<file path="src/rtl/sel_seq_pkg.sv">
// Shared types and constants for the select sequencer.
// Holds widths, FSM encoding and small datapath helpers.
package sel_seq_pkg;

    localparam int SEL_W        = 3;
    localparam int CNT_W        = 26;
    localparam int MAX_SEL_DEF  = 6;
    localparam int DIV_BASE_DEF = 12_500_000;

    typedef enum logic [1:0] {
        ST_IDLE   = 2'd0,
        ST_AUTO   = 2'd1,
        ST_MANUAL = 2'd2
    } state_t;

    typedef logic [SEL_W-1:0] sel_t;
    typedef logic [CNT_W-1:0] cnt_t;

    typedef struct packed {
        logic run_cnt;
        logic take_tick;
        logic take_step;
    } ctl_t;

    // Terminal count for a period of base*mult cycles.
    function automatic cnt_t last_count(
        input int unsigned base,
        input int unsigned mult
    );
        return cnt_t'(base * mult - 32'd1);
    endfunction

    // Next select code, wrapping after the top code.
    function automatic sel_t next_sel(
        input sel_t cur,
        input sel_t max_code
    );
        return (cur >= max_code) ? '0 : cur + sel_t'(1);
    endfunction

endpackage

</file>
<file path="src/rtl/step_sync_edge.sv">
// Two-flop synchronizer plus rising-edge pulse.
// Shared front end for pushbutton style inputs.
module step_sync_edge (
    input  logic clock,
    input  logic reset,
    input  logic din,
    output logic rise
);

    logic s1;
    logic s2;
    logic s3;

    // synchronizer chain and edge-history flop
    always_ff @(posedge clock) begin
        if (reset) begin
            s1 <= 1'b0;
            s2 <= 1'b0;
            s3 <= 1'b0;
        end else begin
            s1 <= din;
            s2 <= s1;
            s3 <= s2;
        end
    end

    assign rise = s2 & ~s3;

endmodule

</file>
<file path="src/rtl/select_sequencer.sv">
// Select-code sequencer for a 7:1 mux stage.
// Advances on a prescaled tick (auto) or on a synced Step edge.
module select_sequencer
    import sel_seq_pkg::*;
#(
    parameter int unsigned DIV_BASE = DIV_BASE_DEF,
    parameter int unsigned MAX_SEL  = MAX_SEL_DEF
) (
    input  logic             clock,
    input  logic             reset,
    input  logic             enable,
    input  logic             mode,
    input  logic             step,
    input  logic [1:0]       rate_sel,
    output logic [SEL_W-1:0] mux_select,
    output logic             advance,
    output logic             wrap
);

    localparam sel_t MAX_CODE = sel_t'(MAX_SEL);
    localparam cnt_t LAST0    = last_count(DIV_BASE, 1);
    localparam cnt_t LAST1    = last_count(DIV_BASE, 2);
    localparam cnt_t LAST2    = last_count(DIV_BASE, 3);
    localparam cnt_t LAST3    = last_count(DIV_BASE, 4);

    state_t state_q;
    state_t state_d;
    ctl_t   ctl;
    cnt_t   cnt_q;
    cnt_t   last_sel;
    logic   tick;
    logic   step_rise;
    logic   adv_d;

    step_sync_edge u_step (
        .clock (clock),
        .reset (reset),
        .din   (step),
        .rise  (step_rise)
    );

    // state register
    always_ff @(posedge clock) begin
        if (reset) begin
            state_q <= ST_IDLE;
        end else begin
            state_q <= state_d;
        end
    end

    // next state follows enable/mode every cycle
    always_comb begin
        state_d = ST_IDLE;
        if (enable) begin
            state_d = mode ? ST_MANUAL : ST_AUTO;
        end
    end

    // per-state control decode
    always_comb begin
        ctl = '0;
        unique case (1'b1)
            (state_q == ST_AUTO): begin
                ctl.run_cnt   = 1'b1;
                ctl.take_tick = 1'b1;
            end
            (state_q == ST_MANUAL): begin
                ctl.take_step = 1'b1;
            end
            default: begin
            end
        endcase
    end

    // terminal count follows rate_sel with no delay
    always_comb begin
        last_sel = LAST0;
        unique case (rate_sel)
            2'd0: last_sel = LAST0;
            2'd1: last_sel = LAST1;
            2'd2: last_sel = LAST2;
            2'd3: last_sel = LAST3;
        endcase
    end

    // >= so a shortened period fires next cycle
    assign tick = ctl.run_cnt && (cnt_q >= last_sel);

    // prescale counter, cleared whenever not in auto
    always_ff @(posedge clock) begin
        if (reset || !ctl.run_cnt) begin
            cnt_q <= '0;
        end else if (tick) begin
            cnt_q <= '0;
        end else begin
            cnt_q <= cnt_q + cnt_t'(1);
        end
    end

    assign adv_d = (ctl.take_tick && tick)
                || (ctl.take_step && step_rise);

    // select register with coincident pulses
    always_ff @(posedge clock) begin
        if (reset) begin
            mux_select <= '0;
            advance    <= 1'b0;
            wrap       <= 1'b0;
        end else begin
            advance <= adv_d;
            wrap    <= adv_d && (mux_select >= MAX_CODE);
            if (adv_d) begin
                mux_select <= next_sel(mux_select, MAX_CODE);
            end
        end
    end

endmodule

</file>
<file path="config.mk">
export PLATFORM = sky130hd
export DESIGN_NAME = select_sequencer
export DESIGN_NICKNAME = d
export VERILOG_FILES = /design/src/rtl/sel_seq_pkg.sv /design/src/rtl/step_sync_edge.sv /design/src/rtl/select_sequencer.sv
export SDC_FILE = /design/constraint.sdc
export NUM_CORES = 1
export LEC_CHECK = 0
export ABC_AREA = 1
export BUFFER_PORTS_ARGS = -buffer_cell sky130_fd_sc_hd__buf_2
export CORE_MARGIN = 2
export CORE_UTILIZATION = 60
export DETAILED_ROUTE_END_ITERATION = 10
export HOLD_SLACK_MARGIN = 0.03
export PLACE_DENSITY = 0.87
export SYNTH_ARGS = -nofsm -noshare
export SYNTH_HDL_FRONTEND = slang
export SYNTH_SLANG_ARGS = --single-unit
</file>
<file path="constraint.sdc">
create_clock -name clock -period 2.65 [get_ports clock]
set_clock_uncertainty 0.1 [all_clocks]
set_input_delay 0.1325 -clock clock [delete_from_list [all_inputs] [get_ports clock]]
set_output_delay 0.1325 -clock clock [all_outputs]
set_load 0.02 [all_outputs]
</file>
# --- Word-level counts from Yosys, hierarchy flattened ---
# Index checks and enable logic that the tools add are counted.
word_totals:
  output_inout_bits: 5
  register_bits: 36
op_classes:
  add_sub_neg: 2
  n_eq_ne: 5
  n_lt_le_gt_ge: 2
  n_reduce_logical: 10
  mux: 5
  bitwise: 3
ops:
  columns: ["operator", "n"]
  rows:
  - ["case mux 26 bit (4 select lines)", 1]
  - ["adder 26 x 1 -> 26 bit (second input constant)", 1]
  - [">= comparator 26 bit", 1]
  - ["== test 2 bit (second input constant)", 3]
  - ["== test 2 x 1 -> 1 bit (second input constant)", 2]
  - ["logical AND 1 bit", 4]
  - ["two-way mux 2 bit", 2]
  - ["OR reduction 2 bit", 2]
  - ["adder 3 x 1 -> 3 bit (second input constant)", 1]
  - [">= comparator 3 bit (second input constant)", 1]
  - ["two-way mux 3 bit", 1]
  - ["zero test 2 bit", 1]
  - ["logical OR 1 bit", 2]
  - ["inverter 1 bit", 2]
  - ["AND 1 bit", 1]
  - ["zero test 1 bit", 1]
  - ["two-way mux 1 bit", 1]

# --- Depth between registers and ports, before layout ---
logic_depth:
  word_depth: 7
  mapped_depth: 14
  ltp_nobuf: 14

# --- By module ---
# From an unflattened synthesis, not the netlist that was laid out.
unflattened:
  hier_cells: 312
  area_unflattened_um2: 2160.8
modules_own_cells:
  columns: ["mod", "instances", "cells_each", "area_per_inst_um2", "seq_area_each_um2"]
  rows:
  - ["select_sequencer", 1, 302, 2074.5, 660.6]
  - ["step_sync_edge", 1, 10, 86.3, 60.1]

# --- Worst setup path after synthesis ---
# No wires, ideal clock.
synth_timing:
  kind: "input to register"
  from: "input port rate_sel[1]"
  to: "register cnt_q[25]"
  stages: 14
  t_arrival_ps: 1666
  setup_ps: 113
  path_slack_ps: 770
  path_cell_list: "inv_1 ha_1 o21bai_1 ha_1 nand2_1 nor2_1 nand2_1 nor2_1 nand2_1 nand3_2 nand2_4 nand3_4 buf_6 nor2_1"
synth_between:
  elab_chain_len: 5
  elab_cells_between_ends: 8
  cone_classes: "order compare (1); eq/ne (3); mux (1); reduce/logical (3)"
synth_rtl:
  columns: ["item", "line", "rtl"]
  rows:
  - ["start: declaration", "select_sequencer.sv:14", "input logic [1:0] rate_sel,"]
  - ["== test 2 bit (tied with other cells)", "select_sequencer.sv:78", "unique case (rate_sel)"]
  - ["case mux 26 bit (4 select lines) (*)", "select_sequencer.sv:78", null]
  - [">= comparator 26 bit (*)", "select_sequencer.sv:87", "assign tick = ctl.run_cnt && (cnt_q >= last_sel);"]
  - ["logical AND 1 bit (*)", "select_sequencer.sv:87", null]
  - ["OR reduction 2 bit (no source line) (*)", null, null]
  - ["end signal: assignment", "select_sequencer.sv:96", "cnt_q <= cnt_q + cnt_t'(1);"]
  - ["end: declaration", "select_sequencer.sv:29", "cnt_t cnt_q;"]
# Mark *: on every way between the ends. The rest lies on a longest branch, timed or not. The select of a mux whose other input is x is not followed.
# A chain may end at the register's enable or synchronous reset.

# --- Worst setup path in the final report ---
layout_timing:
  from: "register cnt_q[17]"
  to: "register cnt_q[20]"
layout_between:
  elab_chain_len: 3
  elab_cells_between_ends: 4
  cone_classes: "add/sub (1); order compare (1); reduce/logical (2)"
layout_rtl:
  columns: ["item", "line"]
  rows:
  - [">= comparator 26 bit", "select_sequencer.sv:87"]
  - ["logical AND 1 bit", "select_sequencer.sv:87"]
  - ["OR reduction 2 bit (no source line)", null]
# Several ways; a longest one is shown, not always the timed one.

==> impl_results.md <==
- CP bufs+invs: 1
- Post-layout minimum cycle time: 2.00 ns
- TritonCTS clock tree: yes
- Power per cell area: 407 nW/um^2
- Simple-gate portion of the synthesized area: 36.2%
- First-pass GRT wire length: 7.93 mm
- Drt total wl: 4.39 mm
- Synth warn: 0
- Pint: 0.000765 W
- Seq pwr share: 55.6%
- Clock Pin Slew Worst Setup and Hold Paths: 0.11 ns
- Tightest Pin Transition: 0.385 ns
- Largest net degree at the start of global routing: 27
- Register area: 721 sq um
- CP delay by family, top: simple AND/OR/NAND/NOR gates
- Largest family of logic cells by synthesized area: simple AND/OR/NAND/NOR gates
- Die width: 64.4 um
- Leak: 1.12 nW
- Status: finished, final reports clean
- Syn Nets: 341
- Max-slew headroom: 74.2%
- DR vias: 1934
- Max FO, Critical Path: 26
- CTS root buf: clkbuf_4
- Levels on crit path: 10
- Hold Crit Depth: 2
- Max IR drop VDD: 0.368 mV
- Area of the multi-input gates: 1280 sq um
- GRT Total Usage: 24.6%
- Switching share of power: 22.4%
- Final Hold Fails: 0
- Synth cell types: 26
- # fillers: 290
- Crit path required time: 2.83 ns
- Main synth FF type: dfxtp_1
- Switch Pwr: 0.000220 W
- Crit path kind: reg -> reg
- Hold WC Path Type: reg -> reg
- Number of port buffers: 11
- Synth area leader: dfxtp_1
- Max clock buf depth: 2
- EDFF count, synth: 0
- Clk network pwr share: 38.9%
- Register area share after synthesis: 32.9%
- Vias in the first global route: 1839
- Max Slew Vio Count: 0
- Syn Std Cell Area: 2190 sq um
- Placer congestion estimate: 0.885
- Die Y: 64.4 um
- Crit share post-route: 75.3%
- Hpwl dp: 3.43 mm
- Top cells by area, synth: dfxtp_1 33%, nand2_1 13%, ha_1 11%
- Synth Area in Adders: 11.4%
- Die area: 4150 sq um
- 1st-pass router iterations: 4
- Setup crit end kind: flip-flop
- Num Clock Sinks: 36
- CORE AREA: 3420 sq um
- Resize count post-CTS: 0
- Placed cell area: 2280 sq um
- Layout area overhead: 10.5%
- Cts bufs inserted: 5
- Logic gate share of total power: 5.5%
- CP max stage delay: 0.45 ns
- Post-CTS setup buffers: 0
- Async set or reset register ratio after synthesis: 0%
- RSZ-0062 raised after global routing: no
- Fmax achieved: 501 MHz
- Final hold slack: 0.326 ns
- Starting Density: 64.1%
- CP max stage cell: dfxtp_1
- GRT Residual Overflow: 0
- Post-synthesis xor/xnor area fraction: 6.40%
- Synth top area share: 32.9%
- Setup violations, final: 0
- CP Cell Sequence: ha_1 > nand2_1 > inv_1 > a21oi_1 > nand2_1 > nand2_1 > nand3_2 > nand2_4 > nand3_4 > a21oi_1
- Crit path arrival time: 2.18 ns
- Synth Register Bits: 36
- Max-capacitance violation count: 0
- # IOs: 12
- Multiplexer share of the synthesized area: 0%
- Proportion of layout cells with a drive suffix above 1: 11.6%
- Vias per cell: 5.05
- Setup_tns: 0 ns
- Worst-case reg-to-reg path depth: 10
- Row count: 21
- Initial DRC Count: 116
- Critical path startpoint category: flip-flop
- Synthesized area per cell: 6.98 sq um
- Drt wl/cell: 11.5 um
- # H-tree levels: 2
- Antenna Cells: 0
- CP most frequent cell: nand2_1
- DRC violations left: 0
- Post-layout net count: 363
- Final Cell Area: 2420 sq um
- Clock Latency Late Sink: 0.35 ns
- Post-Synthesis Cells: 314
- Initial antenna violation count: 0
- Routed Antenna Nets: 0
- Fraction of the mapped netlist area in compound gates: 4.34%
==> synth_stat cells (4+ instances only) <==
library cell	number
a21oi_1	13
dfxtp_1	36
ha_1	20
inv_1	43
nand2_1	77
nand3_1	12
nor2_1	60
nor2_2	4
nor3_1	6
or2_2	4
xnor2_1	8
xor2_1	8
==> what timing repair did <==
item                                   CTS  global route
hold buffers                             6             0
endpoints found under the hold margin    7             0
setup endpoints to repair                0             0
==> placed cells by master, fill, tap and decap left out <==
master and count:
nor3b_2 1, or2_2 4, nand2_1 77, nand3_1 12, xor2_1 8, xnor2_1 8
nand4_1 3, nor2_2 4, a21oi_1 13, nor2_1 60, or2_0 3, nand3_4 1
nor3_1 6, nand4_2 1, nand3_2 3, clkinv_2 1, dlygate4sd3_1 6, clkbuf_4 5
o21bai_1 1, inv_2 2, bufinv_16 1, nand2_4 1, nor2_4 1, ha_1 20
dfxtp_1 36, clkinvlp_4 1, and3_1 1, buf_2 11, a21oi_2 2, inv_1 43
o21ai_0 1
==> flip-flops by register name (all words and copies together), names as in the netlist <==
name and cells:
advance 1, state_q 2, u_step.s2 1, cnt_q 26
u_step.s3 1, mux_select 3, wrap 1, u_step.s1 1
==> logic make-up (layout without fill, tap and decap cells) <==
logic type	Yosys count	count (layout)
AOI/OAI and AO/OA	17	17
xor gates and xnor gates	16	16
buffers and inverters	47	70
DFF	36	36
adders and majority gates	20	20
and+or+nand+nor	178	178
==> per-stage QoR <==
stage	std cells	power [W]	utilization [%]	worst slack, ns
6_report	383	0.000985	70.9	0.654
3_5_place_dp	369	0.000608	66.8	0.295
4_1_cts	383	0.000991	70.9	0.656
2_1_floorplan	314	0.000593	-	0.770
3_3_place_gp	369	0.000605	66.8	0.360
5_1_grt	383	0.00102	70.9	0.405
==> worst min-delay path, stage by stage (launching register included) <==
cell and delay [ns]:
dfxtp_1 0.32, inv_1 0.05, nor2_1 0.03
==> worst paths after layout <==
kind | start | end | slack, ns
setup / recovery | cnt_q[17] | cnt_q[20] | 0.65
hold / removal | u_step.s1 | u_step.s2 | 0.33
setup reg to reg | cnt_q[17] | cnt_q[20] | 0.65
hold reg to reg | u_step.s1 | u_step.s2 | 0.33
==> routing by layer <==
| layer | global-route usage [%] | routed length, um |
|---|---|---|
| met1 | 30.6 | 1970 |
| met3 | 4.69 | 241 |
| met5 | 0 | 0 |
| met4 | 7.71 | 63 |
| met2 | 42.8 | 2110 |
==> power groups by stage <==
stage / Combinational, W / Clock [W] / Sequential [W]
2_1_floorplan: 0.0000336 / 0 / 0.000560
4_1_cts: 0.0000545 / 0.000389 / 0.000547
6_report: 0.0000545 / 0.000383 / 0.000547
3_3_place_gp: 0.0000457 / 0 / 0.000559
3_5_place_dp: 0.0000479 / 0 / 0.000560
5_1_grt: 0.0000641 / 0.000413 / 0.000548
==> layout make-up <==
class	instances	share of cell area, %
Multi-Input combinational cell	231	52.8
Sequential cell	36	29.8
Inverter	45	6.98
Timing Repair Buffer	17	4.75
Tap cell	46	2.38
Clock inverter	3	1.76
Clock buffer	5	1.55
No activity file was read; power rests on OpenSTA's default activity.
